### src/rtl/dark_socv.sv
// Bring-up SoC top: sends a fixed banner over UART 8N1 once per reset, then echoes
// every correctly framed received byte back through a small FIFO.
module dark_socv #(
    parameter int BOARD_CK   = 100000000,
    parameter int BAUD       = 115200,
    parameter int FIFO_DEPTH = 4
) (
    input  logic XCLK,
    input  logic XRES,
    input  logic UART_RXD,
    output logic UART_TXD
);
    localparam int DIV = (BOARD_CK + BAUD / 2) / BAUD;
    localparam int CW  = $clog2(DIV);
    localparam int PW  = $clog2(FIFO_DEPTH);
    localparam logic [CW-1:0] DIV_LAST  = CW'(DIV - 1);
    localparam logic [CW-1:0] HALF_LAST = CW'(DIV / 2 - 1);
    localparam logic [PW:0]   FULL_CNT  = (PW + 1)'(FIFO_DEPTH);
    localparam logic [3:0]    BANNER_LEN = 4'd10;

    typedef enum logic [1:0] {TX_IDLE, TX_START, TX_DATA, TX_STOP} tx_state_t;
    typedef enum logic [2:0] {RX_IDLE, RX_START, RX_DATA, RX_STOP, RX_WAIT} rx_state_t;

    // Reset asserts asynchronously everywhere, deasserts on the second clock edge.
    logic [1:0] rst_sync_reg;
    logic       rst_n;
    always_ff @(posedge XCLK or negedge XRES) begin
        if (!XRES) rst_sync_reg <= 2'b00;
        else       rst_sync_reg <= {rst_sync_reg[0], 1'b1};
    end
    assign rst_n = rst_sync_reg[1];

    logic rxd_meta_reg, rxd_sync_reg, rxd_prev_reg;
    logic [3:0] boot_cnt_reg, banner_idx_reg;
    logic       boot_done, banner_active, avail;
    logic [7:0] banner_byte, src_byte;

    logic [7:0]  fifo_mem [FIFO_DEPTH];
    logic [PW-1:0] wr_ptr_reg, rd_ptr_reg;
    logic [PW:0] count_reg;
    logic        push, pop, rx_push, tx_load, full;

    tx_state_t tx_state_reg, tx_state_next;
    logic [CW-1:0] tx_cnt_reg, tx_cnt_next;
    logic [2:0]    tx_bit_reg, tx_bit_next;
    logic [7:0]    tx_shift_reg, tx_shift_next;
    logic          txd_reg, txd_next, tx_tick;

    rx_state_t rx_state_reg, rx_state_next;
    logic [CW-1:0] rx_cnt_reg, rx_cnt_next;
    logic [2:0]    rx_bit_reg, rx_bit_next;
    logic [7:0]    rx_shift_reg, rx_shift_next;
    logic          rx_tick;

    always_comb begin
        banner_byte = 8'h00;
        case (banner_idx_reg)
            4'd0: banner_byte = 8'h44;
            4'd1: banner_byte = 8'h61;
            4'd2: banner_byte = 8'h72;
            4'd3: banner_byte = 8'h6B;
            4'd4: banner_byte = 8'h53;
            4'd5: banner_byte = 8'h6F;
            4'd6: banner_byte = 8'h43;
            4'd7: banner_byte = 8'h56;
            4'd8: banner_byte = 8'h0D;
            4'd9: banner_byte = 8'h0A;
            default: banner_byte = 8'h00;
        endcase
    end

    // Boot delay saturates at 15 so the first start bit lands 16 clocks after release.
    assign boot_done     = &boot_cnt_reg;
    assign banner_active = banner_idx_reg != BANNER_LEN;
    assign full          = count_reg == FULL_CNT;
    assign avail         = boot_done && (banner_active || count_reg != '0);
    assign src_byte      = banner_active ? banner_byte : fifo_mem[rd_ptr_reg];
    assign pop           = tx_load && !banner_active;
    assign push          = rx_push && (!full || pop);

    always_ff @(posedge XCLK or negedge rst_n) begin
        if (!rst_n) begin
            rxd_meta_reg   <= 1'b1;
            rxd_sync_reg   <= 1'b1;
            rxd_prev_reg   <= 1'b1;
            boot_cnt_reg   <= '0;
            banner_idx_reg <= '0;
            wr_ptr_reg     <= '0;
            rd_ptr_reg     <= '0;
            count_reg      <= '0;
        end else begin
            rxd_meta_reg <= UART_RXD;
            rxd_sync_reg <= rxd_meta_reg;
            rxd_prev_reg <= rxd_sync_reg;
            if (!boot_done) boot_cnt_reg <= boot_cnt_reg + 4'd1;
            if (tx_load && banner_active) banner_idx_reg <= banner_idx_reg + 4'd1;
            if (push) wr_ptr_reg <= wr_ptr_reg + 1'b1;
            if (pop)  rd_ptr_reg <= rd_ptr_reg + 1'b1;
            case ({push, pop})
                2'b10:   count_reg <= count_reg + 1'b1;
                2'b01:   count_reg <= count_reg - 1'b1;
                default: count_reg <= count_reg;
            endcase
        end
    end

    always_ff @(posedge XCLK) begin
        if (push) fifo_mem[wr_ptr_reg] <= rx_shift_reg;
    end

    assign tx_tick = tx_cnt_reg == DIV_LAST;

    always_comb begin
        tx_state_next = tx_state_reg;
        tx_cnt_next   = tx_tick ? '0 : tx_cnt_reg + 1'b1;
        tx_bit_next   = tx_bit_reg;
        tx_shift_next = tx_shift_reg;
        txd_next      = txd_reg;
        tx_load       = 1'b0;
        case (tx_state_reg)
            TX_IDLE: begin
                tx_cnt_next = '0;
                if (avail) tx_load = 1'b1;
            end
            TX_START: if (tx_tick) begin
                tx_state_next = TX_DATA;
                txd_next      = tx_shift_reg[0];
                tx_bit_next   = '0;
            end
            TX_DATA: if (tx_tick) begin
                if (tx_bit_reg == 3'd7) begin
                    tx_state_next = TX_STOP;
                    txd_next      = 1'b1;
                end else begin
                    tx_bit_next   = tx_bit_reg + 3'd1;
                    tx_shift_next = tx_shift_reg >> 1;
                    txd_next      = tx_shift_reg[1];
                end
            end
            TX_STOP: if (tx_tick) begin
                if (avail) tx_load = 1'b1;
                else       tx_state_next = TX_IDLE;
            end
            default: tx_state_next = TX_IDLE;
        endcase
        // Loading from STOP chains frames with no idle gap.
        if (tx_load) begin
            tx_state_next = TX_START;
            tx_cnt_next   = '0;
            tx_shift_next = src_byte;
            txd_next      = 1'b0;
        end
    end

    always_ff @(posedge XCLK or negedge rst_n) begin
        if (!rst_n) begin
            tx_state_reg <= TX_IDLE;
            tx_cnt_reg   <= '0;
            tx_bit_reg   <= '0;
            tx_shift_reg <= '0;
            txd_reg      <= 1'b1;
        end else begin
            tx_state_reg <= tx_state_next;
            tx_cnt_reg   <= tx_cnt_next;
            tx_bit_reg   <= tx_bit_next;
            tx_shift_reg <= tx_shift_next;
            txd_reg      <= txd_next;
        end
    end
    assign UART_TXD = txd_reg;

    assign rx_tick = rx_cnt_reg == DIV_LAST;

    always_comb begin
        rx_state_next = rx_state_reg;
        rx_cnt_next   = rx_tick ? '0 : rx_cnt_reg + 1'b1;
        rx_bit_next   = rx_bit_reg;
        rx_shift_next = rx_shift_reg;
        rx_push       = 1'b0;
        case (rx_state_reg)
            RX_IDLE: begin
                rx_cnt_next = '0;
                if (rxd_prev_reg && !rxd_sync_reg) rx_state_next = RX_START;
            end
            RX_START: if (rx_cnt_reg == HALF_LAST) begin
                rx_cnt_next = '0;
                rx_bit_next = '0;
                rx_state_next = rxd_sync_reg ? RX_IDLE : RX_DATA;
            end
            RX_DATA: if (rx_tick) begin
                rx_shift_next = {rxd_sync_reg, rx_shift_reg[7:1]};
                if (rx_bit_reg == 3'd7) rx_state_next = RX_STOP;
                else                    rx_bit_next = rx_bit_reg + 3'd1;
            end
            RX_STOP: if (rx_tick) begin
                rx_push       = rxd_sync_reg;
                rx_state_next = rxd_sync_reg ? RX_IDLE : RX_WAIT;
            end
            RX_WAIT: begin
                rx_cnt_next = '0;
                if (rxd_sync_reg) rx_state_next = RX_IDLE;
            end
            default: rx_state_next = RX_IDLE;
        endcase
    end

    always_ff @(posedge XCLK or negedge rst_n) begin
        if (!rst_n) begin
            rx_state_reg <= RX_IDLE;
            rx_cnt_reg   <= '0;
            rx_bit_reg   <= '0;
            rx_shift_reg <= '0;
        end else begin
            rx_state_reg <= rx_state_next;
            rx_cnt_reg   <= rx_cnt_next;
            rx_bit_reg   <= rx_bit_next;
            rx_shift_reg <= rx_shift_next;
        end
    end
endmodule

### config.mk
export PLATFORM = sky130hd
export DESIGN_NAME = dark_socv
export DESIGN_NICKNAME = d
export VERILOG_FILES = /design/src/rtl/dark_socv.sv
export SDC_FILE = /design/constraint.sdc
export NUM_CORES = 1
export LEC_CHECK = 0
export BUFFER_PORTS_ARGS = -buffer_cell sky130_fd_sc_hd__buf_2
export CAP_MARGIN = 5
export CORE_MARGIN = 5
export CORE_UTILIZATION = 55
export CTS_CLUSTER_DIAMETER = 40
export DETAILED_ROUTE_END_ITERATION = 8
export PLACE_DENSITY = 0.81
export REMOVE_ABC_BUFFERS = 1
export SYNTH_ARGS = -nofsm -noshare
export SYNTH_HDL_FRONTEND = slang
export SYNTH_SLANG_ARGS = --single-unit
### constraint.sdc
create_clock -name XCLK -period 2.7 [get_ports XCLK]
set_input_delay 0 -clock XCLK [delete_from_list [all_inputs] [get_ports XCLK]]
set_output_delay 0 -clock XCLK [all_outputs]
set_load 0.01 [all_outputs]
* Word level (Yosys, flattened, before mapping)
Memories as Yosys holds them, arrays and structs flattened. Cells that the tools add are included.
Storage, ports and cells: output and inout port bits 1, memories kept 2, bits in latches 0, input bits 3, memory bits (writable) 32, register bits after elaboration 68, memory bits (read-only) 112, logic and storage cells 139
Operators by class: equality and inequality tests 32, div/mod/pow operators 0, multipliers 0, bitwise gates (word level) 0, multiplexer cells 48, shifts and indexed selects 0, reduce and logical (&&, ||, !) cells 29, add/sub/neg operators 10, magnitude comparators 0
Memory list:
- (name not given) | depth 16, width 7, rd ports 1, clocked after memory_dff 0, wr ports 0, line 57 | case (banner_idx_reg)
- fifo_mem | depth 4, width 8, rd ports 1, clocked after memory_dff 0, wr ports 1, line 38 | logic [7:0] fifo_mem [FIFO_DEPTH];
Operator list (count):
- 10-bit 2-to-1 mux | 5
- 8-bit 2-to-1 mux | 5
- 3-bit 2-to-1 mux | 13
- 2-bit inequality test (second input constant) | 11
- 10-bit by 1-bit adder with 10-bit output (second input constant) | 2
- 10-bit == test (second input constant) | 2
- 10-bit case mux with 2 select lines | 1
- 3-bit case mux with 2 select lines | 3
- 3-bit inequality test (second input constant) | 5
- 3-bit case mux with 5 select lines | 1
- 2-bit 2-to-1 mux | 7
- 3-bit == test (second input constant) | 4
- 4-bit AND reduction | 3
- 6-bit AND reduction | 2
- 10-bit by 9-bit == test with 1-bit output (second input constant) | 1
- 1-bit 2-to-1 mux | 10
- 2-bit nonzero test | 5
- 3-bit by 1-bit adder with 3-bit output (second input constant) | 3
- 4-bit by 1-bit adder with 4-bit output (second input constant) | 2
- 2-bit == test (second input constant) | 3
- 3-bit by 2-bit == test with 1-bit output (second input constant) | 2
- 2-bit case mux with 3 select lines | 1
- 3-bit AND reduction | 2
- 3-bit nonzero test | 2
- other kinds (14) | 24

* Depth between registers and ports, before layout
word-level depth 11, gate-level depth with buffers 11, mapped depth without buffers 10

* Worst setup path before layout
No wires, ideal clock.
path type reg2reg, start register banner_idx_reg[0], end register count_reg[1], path buffers 1, setup time 0.122 ns, data required time 2.578 ns, arrival time 2.333 ns, stages on the path, launching flop included 12, clock period less this slack 2.455 ns, slack 0.245 ns, path through dfrtp_1 > inv_1 > ha_1 > nand3b_4 > nor4_4 > and2_4 > buf_6 > nand2_1 > fa_1 > a21oi_1 > a21oi_1 > o2bb2ai_1
Between the ends: longest elaborated chain between the ends 11, elaborated cells between the ends (all ways) 14, classes of those cells eq/ne (3); mux (4); reduce/logical (7)
Ends and longest elaborated chain:
- start, declared | line 34 | logic [3:0] boot_cnt_reg, banner_idx_reg;
- start signal, assigned | line 96 | if (tx_load && banner_active) banner_idx_reg <= banner_idx_reg + 4'd1;
- 4-bit inequality test (*) | line 74 | assign banner_active = banner_idx_reg != BANNER_LEN;
- 1-bit logical OR | line 76 | assign avail = boot_done && (banner_active || count_reg != '0);
- 1-bit logical AND | line 76
- 1-bit 2-to-1 mux | line 123, 141
- 1-bit 2-to-1 mux | line 140 | TX_STOP: if (tx_tick) begin
- 1-bit case mux with 2 select lines | line 120 | case (tx_state_reg)
- 1-bit logical AND (*) | line 78 | assign pop = tx_load && !banner_active;
- 1-bit logical OR | line 79 | assign push = rx_push && (!full || pop);
- 1-bit logical AND | line 79
- 2-bit by 1-bit == test with 1-bit output or 2-bit == test (tied branches) | line 99 | case ({push, pop})
- 3-bit case mux with 2 select lines or 2-bit nonzero test (tied branches)
- end signal, assigned | line 100 | 2'b10: count_reg <= count_reg + 1'b1;
- end signal, assigned | line 101 | 2'b01: count_reg <= count_reg - 1'b1;
- end signal, assigned | line 102 | default: count_reg <= count_reg;
- end, declared | line 40 | logic [PW:0] count_reg;
Every way passes the cells marked *; elsewhere a longest branch is shown, timed or not. A chain may end at the register's enable or synchronous reset.

* Final worst setup path
start register banner_idx_reg[0], end register count_reg[2]
The elaborated chain is that of the path after synthesis.

==> run summary <==
Finished Layout Cells = 528
Die width = 105 um
Multiplexer share of the synthesized area = 8.20%
Core area = 8720 um2
Flops & latches, synth = 100
Max-slew violations = 0
Clk pwr share = 31.9%
Worst setup EP type = flop
Worst slack at placement = 135 ps
# IOs = 4
Leak = 2.11 nW
Crit path DAT = 2860 ps
Cell Pwr Density = 528 nW/um2
Setup violators final = 0
Crit path capture = count_reg[2]
CP Data Required Time = 2990 ps
Vias = 3031
Slew margin rel. = 53.8%
Final ANT Viol Nets = 0
Simple-Gate Fraction of Synth Area = 16.1%
Max incr delay on CP = 470 ps
Max frequency = 389 MHz
Main combinational cell family by area after synthesis = simple AND/OR/NAND/NOR gates
TritonRoute pass-1 iters = 4
Share of post-route cells with drive strength above 1 = 17.6%
Compound-Gate Fraction of Synth Area = 8.99%
Fin. Hold Viols = 0
First-pass GRT wire length = 14300 um
Slowest-stage cell, CP = dfrtp_1
Sw Share = 26.3%
Post-DP HPWL = 5780 um
Clock skew = 10.3 ps
Max-capacitance violation count = 0
Vias in the first global route = 3057
Initial antenna violation count = 0
CTS clk-pin slew, worst paths = 100 ps
Post-Synth Adder-Cell Area = 5.74%
Unique masters post-synth = 76
Vias per Instance = 5.74
WL per Instance = 15.5 um
Status = completed
Most frequent cells in the layout = dfrtp_1 (63), nor2_1 (41), edfxtp_1 (32), nand2_1 (21), ha_1 (20)
Number of fill cells in the layout = 647
Post-synthesis sequential area ratio = 54.1%
Reg2Reg Setup Slack = 130 ps
Commonest non-fill, non-tap cell in the layout = dfrtp_1
Inst Count DP = 506
Sequential cell area = 2670 um2
HP Class = input pin to flop
Largest net degree at the start of global routing = 30
VDD IR-drop max = 0.433 mV
H-Tree Depth = 3
Hold slack = 271 ps
N_diodes = 0
CTS sink cnt = 100
Nets = 440
Post-Syn Instances = 401
Crit start category = flop
CTS Buf Count = 9
Die Span Y = 105 um
EDFF count, synth = 32
Area of the mapped netlist = 4930 um2
Worst Path Max Fanout = 8
Overflow after GRT = 0
Critical Path Start = banner_idx_reg[0]
Reg-to-reg endpoint = count_reg[2]
Final period utilization = 95.2%
Root Driver = clkbuf_8
Port Buffer Count = 3
Origin of the critical flop-to-flop path = banner_idx_reg[0]
Clock Latency Late Sink = 360 ps
Placed cell area = 5050 um2
XOR/XNOR Fraction of Synth Area = 4.09%
Post-synthesis area per instance = 12.3 um2
Sequential fraction of design power = 59.8%
Synth Flop Type = dfrtp_1
Die Area = 11000 um2
Net switching power = 0.735 mW
Largest register FFs = 32
Logic pwr share = 8.3%
TritonCTS clock tree = built
Post-route setup slack = 131 ps
Crit path cell chain = inv_1 > ha_2 > nand3b_4 > nor4_4 > and2_4 > nand2_1 > fa_1 > a211oi_1 > a311oi_1 > a21oi_1
GR Util All Layers = 15.9%
CP Class = flop to flop
Drt drc = 0
Area taken by multi-input logic gates = 2130 um2
Synth warn = 0
Fraction of registers with async set/reset = 68.0%
R2r worst-path depth = 10
Fin util = 60.7%
Tightest Pin Transition = 688 ps
Final GP Congestion = 0.820
Fin area = 5300 um2
P_int = 2.06 mW
Initial Util = 56.5%
Deepest clock path buffer count = 2
Synth-to-Final Area Change = 7.46%
Fin crit period = 2570 ps
DRT iter0 DRCs = 133
Row count = 34
WL final = 8200 um
[worst min-delay path by stage]
| stage | startpoint | endpoint | slack (ps) | cells after the start |
|---|---|---|---|---|
| 2_1_floorplan | XRES | rst_sync_reg[0] | -300 | 0 |
| 3_3_place_gp | XRES | rst_sync_reg[0] | -220 | 1 |
| 3_5_place_dp | XRES | rst_sync_reg[0] | -210 | 1 |
| 4_1_cts | UART_RXD | rxd_meta_reg | 250 | 2 |
| 5_1_grt | UART_RXD | rxd_meta_reg | 270 | 2 |
| 6_report | UART_RXD | rxd_meta_reg | 270 | 2 |
[logic make-up (layout without fill, tap and decap cells)]
family	Yosys count	count (layout)
muxes	28	28
buffers and inverters	28	47
and+or+nand+nor	136	136
AOI/OAI and AO/OA	63	63
DFF	100	100
adders and majority gates	22	22
other	1	1
xor gates and xnor gates	23	23
[per-layer routing]
layer | wire (um) | share of wire, % | global-route usage, %
met1 | 3740 | 46 | 20.6
met2 | 4150 | 51 | 26.7
met3 | 202 | 2.5 | 3.33
met4 | 112 | 1.4 | 5.48
met5 | 0 | 0 | 0
[stage by stage]
| step | power [mW] | TNS (ps) |
|---|---|---|
| 2_1_floorplan | 1.87 | 0 |
| 3_3_place_gp | 1.92 | 0 |
| 3_5_place_dp | 1.93 | 0 |
| 4_1_cts | 2.83 | 0 |
| 5_1_grt | 2.93 | -14.6 |
| 6_report | 2.79 | 0 |
[synth_stat cells (3+ instances only)]
library cell | number | share of area, %
a211o_1 | 3 | 0.53
a21oi_1 | 18 | 1.8
a31oi_1 | 3 | 0.38
and2_1 | 7 | 0.89
and3_1 | 4 | 0.51
buf_2 | 3 | 0.30
buf_6 | 3 | 0.69
clkbuf_1 | 5 | 0.38
dfrtp_1 | 64 | 32
dfstp_2 | 4 | 2.1
edfxtp_1 | 32 | 19
ha_1 | 21 | 5.3
inv_1 | 16 | 1.2
mux2_2 | 10 | 2.3
mux2i_1 | 7 | 1.4
mux4_2 | 8 | 3.7
nand2_1 | 21 | 1.6
nand2b_1 | 8 | 1.0
nand3_1 | 12 | 1.2
nand4_1 | 6 | 0.76
nor2_1 | 41 | 3.1
nor3_1 | 7 | 0.71
nor3b_1 | 3 | 0.46
o21ai_0 | 9 | 0.91
o21ai_1 | 5 | 0.51
xnor2_1 | 11 | 2.0
xor2_1 | 12 | 2.1
[worst max-delay path: cells and delay by family, from the launching register on]
kind / cells / cell delay [ps]
buf+inv: 1 / 140
fa+ha+maj: 2 / 690
simple gates: 4 / 690
flops: 1 / 470
compound gates: 3 / 530
[power groups by stage]
stage | sequential [mW] | combinational (mW) | clock, mW
2_1_floorplan | 1.69 | 0.179 | 0
3_3_place_gp | 1.70 | 0.223 | 0
3_5_place_dp | 1.70 | 0.231 | 0
4_1_cts | 1.67 | 0.235 | 0.919
5_1_grt | 1.68 | 0.259 | 0.984
6_report | 1.67 | 0.231 | 0.893
[layout make-up]
type	count	share of cell area, %
Clock buffer	10	2.41
Clock inverter	6	1.11
Inverter	16	1.13
Multi-Input combinational cell	273	40.3
Sequential cell	100	50.4
Tap cell	108	2.55
Timing Repair Buffer	15	2.13
[repair_timing]
| action | in CTS | in global routing |
|---|---|---|
| hold buffers | 3 | 0 |
| endpoints found under the hold margin | 3 | 0 |
| setup buffers | 0 | 3 |
| setup endpoints to repair | 0 | 12 |
| resized for setup | 0 | 2 |
No activity file was read; power rests on OpenSTA's default activity.
